### config.mk
export PLATFORM = sky130hd
export DESIGN_NAME = swi_vector_unit
export DESIGN_NICKNAME = d
export VERILOG_FILES = /design/src/rtl/swi_vector_unit_pkg.sv /design/src/rtl/swi_link_stack.sv /design/src/rtl/swi_vector_unit.sv
export SDC_FILE = /design/constraint.sdc
export NUM_CORES = 1
export LEC_CHECK = 0
export CAP_MARGIN = 20
export CORE_MARGIN = 2
export CORE_UTILIZATION = 50
export CTS_CLUSTER_DIAMETER = 50
export DETAILED_ROUTE_END_ITERATION = 6
export PLACE_DENSITY = 0.76
export RECOVER_POWER = 100
export SLEW_MARGIN = 20
export SYNTH_ARGS = -nofsm -noshare
export SYNTH_HDL_FRONTEND = slang
export SYNTH_SLANG_ARGS = --single-unit
### constraint.sdc
create_clock -name iw_clk -period 3.8 [get_ports iw_clk]
set_clock_uncertainty 0.05 [all_clocks]
set_input_delay 0.76 -clock iw_clk [delete_from_list [all_inputs] [get_ports iw_clk]]
set_output_delay 0.76 -clock iw_clk [all_outputs]
set_load 0.05 [all_outputs]
### src/rtl/swi_vector_unit_pkg.sv
`default_nettype none
// ============================================================================
//  Module      : swi_vector_unit_pkg
//  Description : Shared state codes, default sizes and fault vector for the
//                software-interrupt vector unit.
//  Revision    : 1.0  initial release
// ============================================================================
package swi_vector_unit_pkg;

    // FSM state codes
    localparam logic [1:0] SVU_ST_IDLE   = 2'd0;
    localparam logic [1:0] SVU_ST_BRANCH = 2'd1;
    localparam logic [1:0] SVU_ST_FLUSH  = 2'd2;

    typedef enum logic [1:0] {
        ST_IDLE   = SVU_ST_IDLE,
        ST_BRANCH = SVU_ST_BRANCH,
        ST_FLUSH  = SVU_ST_FLUSH
    } svu_state_e;

    // Default sizing
    localparam int          SVU_BANK_W      = 12;
    localparam int          SVU_NUM_BANKS   = 3;
    localparam int          SVU_STACK_DEPTH = 4;
    localparam int          SVU_FLUSH_CYC   = 2;
    localparam logic [47:0] SVU_FAULT_VEC   = 48'h0000_0000_0010;

endpackage
`default_nettype wire

### src/rtl/swi_link_stack.sv
`default_nettype none
// ============================================================================
//  Module      : swi_link_stack
//  Description : Hardware LIFO of SWI return addresses. Push and pop are
//                never issued together; a push when full or a pop when empty
//                is ignored (the caller turns those into a fault vector).
//  Revision    : 1.0  initial release
// ============================================================================
module swi_link_stack #(
    parameter  int DEPTH  = 4,
    parameter  int DATA_W = 48,
    localparam int IDX_W  = $clog2(DEPTH),
    localparam int CNT_W  = IDX_W + 1
) (
    input  logic              clk,
    input  logic              rst,
    input  logic              i_push,
    input  logic              i_pop,
    input  logic [DATA_W-1:0] i_data,
    output logic [DATA_W-1:0] o_top,
    output logic [CNT_W-1:0]  o_depth,
    output logic              o_full,
    output logic              o_empty
);

    logic [DATA_W-1:0] mem_q [DEPTH];
    logic [DATA_W-1:0] mem_d [DEPTH];
    logic [CNT_W-1:0]  depth_q;
    logic [CNT_W-1:0]  depth_d;
    logic [IDX_W-1:0]  w_top_idx;

    assign o_full    = (depth_q == CNT_W'(DEPTH));
    assign o_empty   = (depth_q == '0);
    // Low bits wrap correctly at depth==DEPTH (e.g. 3'b100 -> index 3)
    assign w_top_idx = depth_q[IDX_W-1:0] - IDX_W'(1);
    assign o_top     = o_empty ? '0 : mem_q[w_top_idx];
    assign o_depth   = depth_q;

    // Next-state: write at the current depth on push, shrink on pop
    always_comb begin
        mem_d   = mem_q;
        depth_d = depth_q;
        if (i_push && !o_full) begin
            mem_d[depth_q[IDX_W-1:0]] = i_data;
            depth_d                   = depth_q + CNT_W'(1);
        end else if (i_pop && !o_empty) begin
            depth_d = depth_q - CNT_W'(1);
        end
    end

    // Storage and depth registers
    always_ff @(posedge clk) begin
        if (rst) begin
            depth_q <= '0;
            for (int i = 0; i < DEPTH; i++) begin
                mem_q[i] <= '0;
            end
        end else begin
            depth_q <= depth_d;
            mem_q   <= mem_d;
        end
    end

endmodule
`default_nettype wire

### src/rtl/swi_vector_unit.sv
`default_nettype none
// ============================================================================
//  Module      : swi_vector_unit
//  Description : Software-interrupt sequencer. Holds the LUIui upper banks,
//                composes {banks, imm} SWI vectors, keeps a link stack for
//                SWI/SRET nesting, pulses a branch and then masks requests
//                while the front end flushes.
//  Option      : SWI_BANK_CLR_EN - clear all banks when an SWI is accepted
//                (a same-cycle LUIui write still lands).
//  Revision    : 1.0  initial release
// ============================================================================
module swi_vector_unit
    import swi_vector_unit_pkg::*;
#(
    parameter  int BANK_W      = SVU_BANK_W,
    parameter  int NUM_BANKS   = SVU_NUM_BANKS,
    parameter  int STACK_DEPTH = SVU_STACK_DEPTH,
    parameter  int FLUSH_CYC   = SVU_FLUSH_CYC,
    parameter  logic [(NUM_BANKS+1)*BANK_W-1:0] FAULT_VEC = SVU_FAULT_VEC,
    localparam int ADDR_W      = (NUM_BANKS + 1) * BANK_W,
    localparam int BANK_IDX_W  = $clog2(NUM_BANKS),
    localparam int DEPTH_W     = $clog2(STACK_DEPTH) + 1,
    localparam int CNT_W       = $clog2(FLUSH_CYC + 1)
) (
    input  logic                  iw_clk,
    input  logic                  iw_rst,
    input  logic                  iw_stall,
    input  logic                  iw_lui_valid,
    input  logic [BANK_IDX_W-1:0] iw_lui_bank,
    input  logic [BANK_W-1:0]     iw_lui_val,
    input  logic                  iw_swi_valid,
    input  logic [ADDR_W-1:0]     iw_swi_pc,
    input  logic [BANK_W-1:0]     iw_swi_imm,
    input  logic                  iw_ret_valid,
    output logic                  ow_ready,
    output logic                  ow_branch_taken,
    output logic [ADDR_W-1:0]     ow_branch_pc,
    output logic [ADDR_W-1:0]     ow_lr,
    output logic [DEPTH_W-1:0]    ow_depth,
    output logic                  ow_fault
);

    svu_state_e                          state_q, state_d;
    logic [CNT_W-1:0]                    cnt_q, cnt_d;
    logic [ADDR_W-1:0]                   target_q, target_d;
    logic                                fault_q, fault_d;
    logic [NUM_BANKS-1:0][BANK_W-1:0]    bank_q, bank_d;

    logic              w_swi_acc;
    logic              w_ret_acc;
    logic              w_ovf;
    logic              w_unf;
    logic              w_push;
    logic              w_pop;
    logic              w_full;
    logic              w_empty;
    logic [ADDR_W-1:0] w_top;

    // Requests only land in IDLE and never while stalled; SWI beats SRET
    assign w_swi_acc = !iw_stall && (state_q == ST_IDLE) && iw_swi_valid;
    assign w_ret_acc = !iw_stall && (state_q == ST_IDLE) && iw_ret_valid && !iw_swi_valid;
    assign w_ovf     = w_swi_acc && w_full;
    assign w_unf     = w_ret_acc && w_empty;
    assign w_push    = w_swi_acc && !w_full;
    assign w_pop     = w_ret_acc && !w_empty;

    swi_link_stack #(
        .DEPTH  (STACK_DEPTH),
        .DATA_W (ADDR_W)
    ) u_link_stack (
        .clk     (iw_clk),
        .rst     (iw_rst),
        .i_push  (w_push),
        .i_pop   (w_pop),
        .i_data  (iw_swi_pc + ADDR_W'(1)),
        .o_top   (w_top),
        .o_depth (ow_depth),
        .o_full  (w_full),
        .o_empty (w_empty)
    );

    assign ow_ready        = (state_q == ST_IDLE);
    assign ow_branch_taken = (state_q == ST_BRANCH);
    assign ow_branch_pc    = target_q;
    assign ow_fault        = (state_q == ST_BRANCH) && fault_q;
    assign ow_lr           = w_top;

    // Next-state, target mux, flush counter and bank updates
    always_comb begin
        state_d  = state_q;
        cnt_d    = cnt_q;
        target_d = target_q;
        fault_d  = fault_q;
        bank_d   = bank_q;
        if (!iw_stall) begin
            case (state_q)
                ST_IDLE: begin
                    if (w_swi_acc || w_ret_acc) begin
                        state_d = ST_BRANCH;
                        fault_d = w_ovf || w_unf;
                        if (w_ovf || w_unf) begin
                            target_d = FAULT_VEC;
                        end else if (w_swi_acc) begin
                            // Old bank values: the LUIui below lands after this edge
                            target_d = {bank_q, iw_swi_imm};
                        end else begin
                            target_d = w_top;
                        end
                    end
                end
                ST_BRANCH: begin
                    state_d = ST_FLUSH;
                    cnt_d   = CNT_W'(FLUSH_CYC - 1);
                end
                ST_FLUSH: begin
                    if (cnt_q == '0) begin
                        state_d = ST_IDLE;
                    end else begin
                        cnt_d = cnt_q - CNT_W'(1);
                    end
                end
                default: begin
                    state_d = ST_IDLE;
                end
            endcase
`ifdef SWI_BANK_CLR_EN
            if (w_swi_acc) begin
                bank_d = '0;
            end
`endif
            // LUIui is taken in every state and overrides any clear
            if (iw_lui_valid) begin
                for (int b = 0; b < NUM_BANKS; b++) begin
                    if (iw_lui_bank == BANK_IDX_W'(b)) begin
                        bank_d[b] = iw_lui_val;
                    end
                end
            end
        end
    end

    // State, counter, target and bank registers
    always_ff @(posedge iw_clk) begin
        if (iw_rst) begin
            state_q  <= ST_IDLE;
            cnt_q    <= '0;
            target_q <= '0;
            fault_q  <= 1'b0;
            bank_q   <= '0;
        end else begin
            state_q  <= state_d;
            cnt_q    <= cnt_d;
            target_q <= target_d;
            fault_q  <= fault_d;
            bank_q   <= bank_d;
        end
    end

endmodule
`default_nettype wire
# --- Yosys cells after proc, flatten, opt, wreduce, memory -nomap -nowiden ---
# Index checks and enable logic that the tools add are counted.
word_totals:
  elab_cells: 77
  ff_bits: 284
  input_bits: 80
  out_inout_bits: 102
classes:
  n_reduce_logical: 30
  mux: 16
  order_cmp: 3
  n_eq_ne: 8
  add_sub_neg: 5
  n_bitwise: 3
op_table:
  columns: ["cell", "n"]
  rows:
  - ["$mux 48", 6]
  - ["$bwmux 192", 1]
  - ["$bmux 48 s2", 1]
  - ["$demux 48 s2", 1]
  - ["$add 48x1->48 const B", 1]
  - ["$reduce_and 3->1", 6]
  - ["$logic_and 1x1->1", 12]
  - ["$ge 3x3->1 const B", 2]
  - ["$logic_not 2->1", 3]
  - ["$mux 2", 3]
  - ["$mux 3", 2]
  - ["$not 2->3", 2]
  - ["$pmux 2 s3", 1]
  - ["$eq 2x1->1 const B", 2]
  - ["$eq 2x2->1 const B", 2]
  - ["$logic_not 1->1", 4]
  - ["$ne 2x2->1 const B", 2]
  - ["$pmux 2 s2", 1]
  - ["$reduce_bool 2->1", 2]
  - ["$sub 2x1->2 const B", 2]
  - ["$add 3x1->3 const B", 1]
  - ["$eq 3x3->1 const B", 1]
  - ["$logic_not 3->1", 1]
  - ["$lt 3x1->1 const B", 1]
  - ["other kinds (4)", 5]

# --- Longest topological paths before layout ---
# Gate-level depths: netlist (run 1).
logic_depth:
  word_depth: 8
  ltp_mapped: 12
  depth_no_buf: 9

# --- Cells and area by module ---
# A second synthesis (run 1) with hierarchy kept.
hier_totals:
  cells_unflattened: 1592
  area_unflattened_um2: 13914.6
by_module_without_submodules:
  columns: ["mod", "seq_area_each_um2", "cells_per_inst", "n_inst", "area_each_um2"]
  rows:
  - ["swi_link_stack", 3903.7, 1016, 1, 8984.9]
  - ["swi_vector_unit", 1781.7, 576, 1, 4929.7]

# --- Worst setup path after synthesis (run 1) ---
# OpenSTA, ideal clock, no wires.
synth_path:
  kind: "register -> output"
  startpoint: "register u_link_stack.depth_q[0], in the netlist u_link_stack.o_depth[0]"
  endpoint: "output port ow_lr[39]"
  path_stages_with_launch: 9
  arrival_ps: 3223
  path_buffers: 4
  required_time_ps: 2990
  slack_ps: -233
  cell_sequence: "dfxtp_1 > clkbuf_1 > clkbuf_1 > inv_1 > ha_1 > clkbuf_1 > clkbuf_1 > mux4_2 > and2_1"
synth_between:
  elab_chain_cells: 6
  word_cells_on_any_way: 7
  classes_between: "add/sub (1); mux (4); bitwise (1); reduce/logical (1)"
synth_lines:
  columns: ["element", "line", "source"]
  rows:
  - ["start: declaration", "swi_link_stack.sv:28", "logic [CNT_W-1:0] depth_q;"]
  - ["start signal: assignment", "swi_link_stack.sv:59", "depth_q <= depth_d;"]
  - ["$sub 2x1->2", "swi_link_stack.sv:35", "assign w_top_idx = depth_q[IDX_W-1:0] - IDX_W'(1);"]
  - ["$not 2->3 (not written as such)", "swi_link_stack.sv:36", "assign o_top = o_empty ? '0 : mem_q[w_top_idx];"]
  - ["$bmux 48 s2", "swi_link_stack.sv:36", null]
  - ["$mux 48 (not written as such) (2 in series)", "swi_link_stack.sv:36", null]
  - ["$mux 48 (*)", "swi_link_stack.sv:36", null]
  - ["end: declaration", "swi_vector_unit.sv:38", "output logic [ADDR_W-1:0] ow_lr,"]
# Every way passes the cells marked *; elsewhere a longest branch is shown, timed or not. The select of a mux whose other input is x is not followed.

# --- Final worst setup path (run 1) ---
layout_path:
  startpoint: "register u_link_stack.depth_q[1], in the netlist u_link_stack.o_depth[1]"
  endpoint: "output port ow_lr[24]"
# Same word-level chain as after synthesis.

==> results.json, run 1 <==
{
  "status": "finished, violations left",
  "violations": "max-capacitance violations, max-slew violations",
  "required_ns": 2.99,
  "slowest_delay_ns": 0.48,
  "fin_nets": 1598,
  "grt_max_degree": 210,
  "syn_nets": 1472,
  "io_buffers": 181,
  "power_density_mw_per_mm2": 446,
  "drv_cap": 1,
  "cts_hold_buf": 0,
  "design_area_mm2": 0.0164,
  "vias": 10900,
  "final_cell_mix": "283 x dfxtp_1, 214 x nor2_1, 174 x a211oi_1",
  "clockRootBuffer": "clkbuf_16",
  "fp.dieW_um": 164,
  "routed_wl_mm": 34.7,
  "cts_buffers": 30,
  "drc": 0,
  "rsz0062_at_grt": "false",
  "start_util": 0.508,
  "drtAntennaViolNets": 0,
  "holdPathStages": 2,
  "die_height_um": 164,
  "post_cts_resize_count": 0,
  "drtIter0Drc": 1013,
  "min-delay-start": "ow_branch_pc[44]$_SDFFE_PP0P_",
  "synth_edf_count": 0,
  "worstSetupPathType": "reg2out",
  "area_delta_synth_final_pct": 28.1,
  "detail_route.vias_per_cell": 5.82,
  "reg2reg_depth": 7,
  "power_mw": 7.31,
  "cts_setup_buffers": 0,
  "coreArea_mm2": 0.0252,
  "crit_arrival_ns": 2.84,
  "hold_viol_final": 0,
  "drv_slew": 210,
  "dp_hpwl_mm": 23.4,
  "netlist-cell-type-count": 41,
  "yosys_warnings": 0,
  "gp_congestion": 0.865,
  "timing.final.crit_share": 0.961,
  "dpl_cell_area_mm2": 0.0154,
  "drive_gt1_frac": 0.129,
  "crit_slowest_cell": "clkbuf_4",
  "crit_path_start_kind": "flop",
  "clkSinkCount": 284,
  "whs_endpoint": "ow_branch_pc[44]$_SDFFE_PP0P_",
  "r2r-end": "ow_branch_pc[24]$_SDFFE_PP0P_",
  "leakage_nw": 5.88,
  "path_max_fanout": 31,
  "min_period_ns": 3.65,
  "htreeDepth": 1,
  "finalSetupViolCount": 0,
  "cp-end-kind": "output pin",
  "synth.area.top_cells": "dfxtp_1 44%, a211oi_1 10%, mux4_2 8.4%",
  "grt_pass1_vias": 10200,
  "synth.largest_area_cell": "dfxtp_1",
  "async_flop_share": 0,
  "worstReg2RegStart": "u_link_stack.o_depth[1]$_SDFFE_PP0P_",
  "ys_ff_latch": 284,
  "wire_per_inst_um": 18.6,
  "syn-mean-instance-area_um2": 9.24,
  "ys.flop_type": "dfxtp_1",
  "antenna_found_initial": 3,
  "hold_path_class": "reg2reg",
  "final_common_cell": "dfxtp_1",
  "tightestPinTransition_ns": 2.41,
  "ir_worst_vdd_v": 0.000270,
  "regToRegSetupSlack_ns": 0.83,
  "setup_tns_ns": 0,
  "clk_pin_slew_ns": 0.07,
  "clock_path_buffers": 3,
  "grt.total_usage": 0.255,
  "cts_tree": "done",
  "yosysTopAreaCellShare": 0.444,
  "fmax_mhz": 274,
  "rows": 58,
  "path_cells": "inv_1 -> ha_2 -> clkbuf_4 -> mux4_2 -> and2_0 -> buf_12",
  "synthCells": 1385,
  "yosysSeqAreaShare": 0.444,
  "syn_area_mm2": 0.0128,
  "dr.pass1.iters": 5,
  "dieArea_mm2": 0.0269,
  "grt_pass1_wl_mm": 54.9,
  "ios": 182,
  "max_slew_margin": -0.608,
  "clock_latency_ns": 0.56,
  "grt-ovfl-total": 0
}
==> power by group <==
part           internal [mW]  switching [mW]
sequential              3.09          0.0638
combinational          0.386           0.596
clock                   1.94            1.24
==> per-layer routing <==
layer / GRT usage / up-vias / share of wire
met5: 0 / - / 0.00037
met4: 0.0694 / 2 / 0.021
met2: 0.405 / 368 / 0.47
met3: 0.0381 / 57 / 0.069
li1: - / 5217 / -
met1: 0.364 / 5211 / 0.44
==> synthesized netlist by cell type, types with 26 or more instances <==
cell type,n
nor2_1,215
a21oi_1,43
xor2_1,29
clkbuf_1,63
nand4_1,26
a211oi_1,174
buf_2,50
mux4_2,48
mux2i_1,57
dfxtp_1,284
o21ai_0,50
nand2_1,144
and2_1,51
==> critical path, delay by kind of cell (launching register included) <==
kind,cells,cell delay (ns)
buffers and inverters,3,0.80
DFF,1,0.45
muxes,1,0.38
adders and majority gates,1,0.34
and+or+nand+nor,1,0.30
==> kinds of logic after synthesis <==
group                      synth area share
AOI/OAI and AO/OA                     0.140
xor gates and xnor gates             0.0294
adders and majority gates           0.00743
buffers and inverters                0.0424
DFF                                   0.444
muxes                                 0.131
and+or+nand+nor                       0.205
==> metrics by stage <==
step	util	worst slack [ns]	instances	hold slack (ns)
after global routing	0.651	0.0597	1865	0.419
after global placement	0.611	0.405	1809	0.385
after floorplan	-	0.0162	1385	0.386
after detailed placement	0.611	0.371	1809	0.393
after CTS	0.655	0.195	1865	0.408
final	0.651	0.149	1866	0.398
==> worst max-delay path by stage <==
| stage | slack [ns] | from | depth (start not counted) | endpoint |
|---|---|---|---|---|
| floorplan | 0.02 | u_link_stack.o_depth[0]$_SDFFE_PP0P_ | 8 | ow_lr[27] |
| global placement | 0.41 | iw_swi_pc[0] | 7 | u_link_stack.mem_q[138]$_SDFFE_PP0P_ |
| detailed placement | 0.37 | iw_swi_pc[0] | 7 | u_link_stack.mem_q[186]$_SDFFE_PP0P_ |
| CTS | 0.19 | u_link_stack.o_depth[1]$_SDFFE_PP0P_ | 6 | ow_lr[22] |
| global route | 0.06 | u_link_stack.o_depth[1]$_SDFFE_PP0P_ | 6 | ow_lr[29] |
| finish | 0.15 | u_link_stack.o_depth[1]$_SDFFE_PP0P_ | 6 | ow_lr[24] |
==> layout make-up <==
class | count | area [µm²]
flip-flops and latches | 284 | 5690
well taps | 330 | 413
clock inverters | 17 | 240
repair buffers | 209 | 2560
clock buffers | 39 | 856
diodes | 1 | 2.50
multi-input cells | 973 | 6580
inverters | 13 | 48.8
fillers | 1948 | 8790
==> flip-flops by register name, summed over array words and instances (netlist names) <==
| register | count |
|---|---|
| u_link_stack.o_depth | 3 |
| bank_q | 36 |
| u_link_stack.mem_q | 192 |
| fault_q | 1 |
| cnt_q | 2 |
| state_q | 2 |
| ow_branch_pc | 48 |
Power figures use the tool's default switching activity.
==> run 2: changes to the inputs <==
CAP_MARGIN = 15   (was 20)
==> results of run 2 <==
The final DEF is identical to that of run 1; final timing and power are the same.
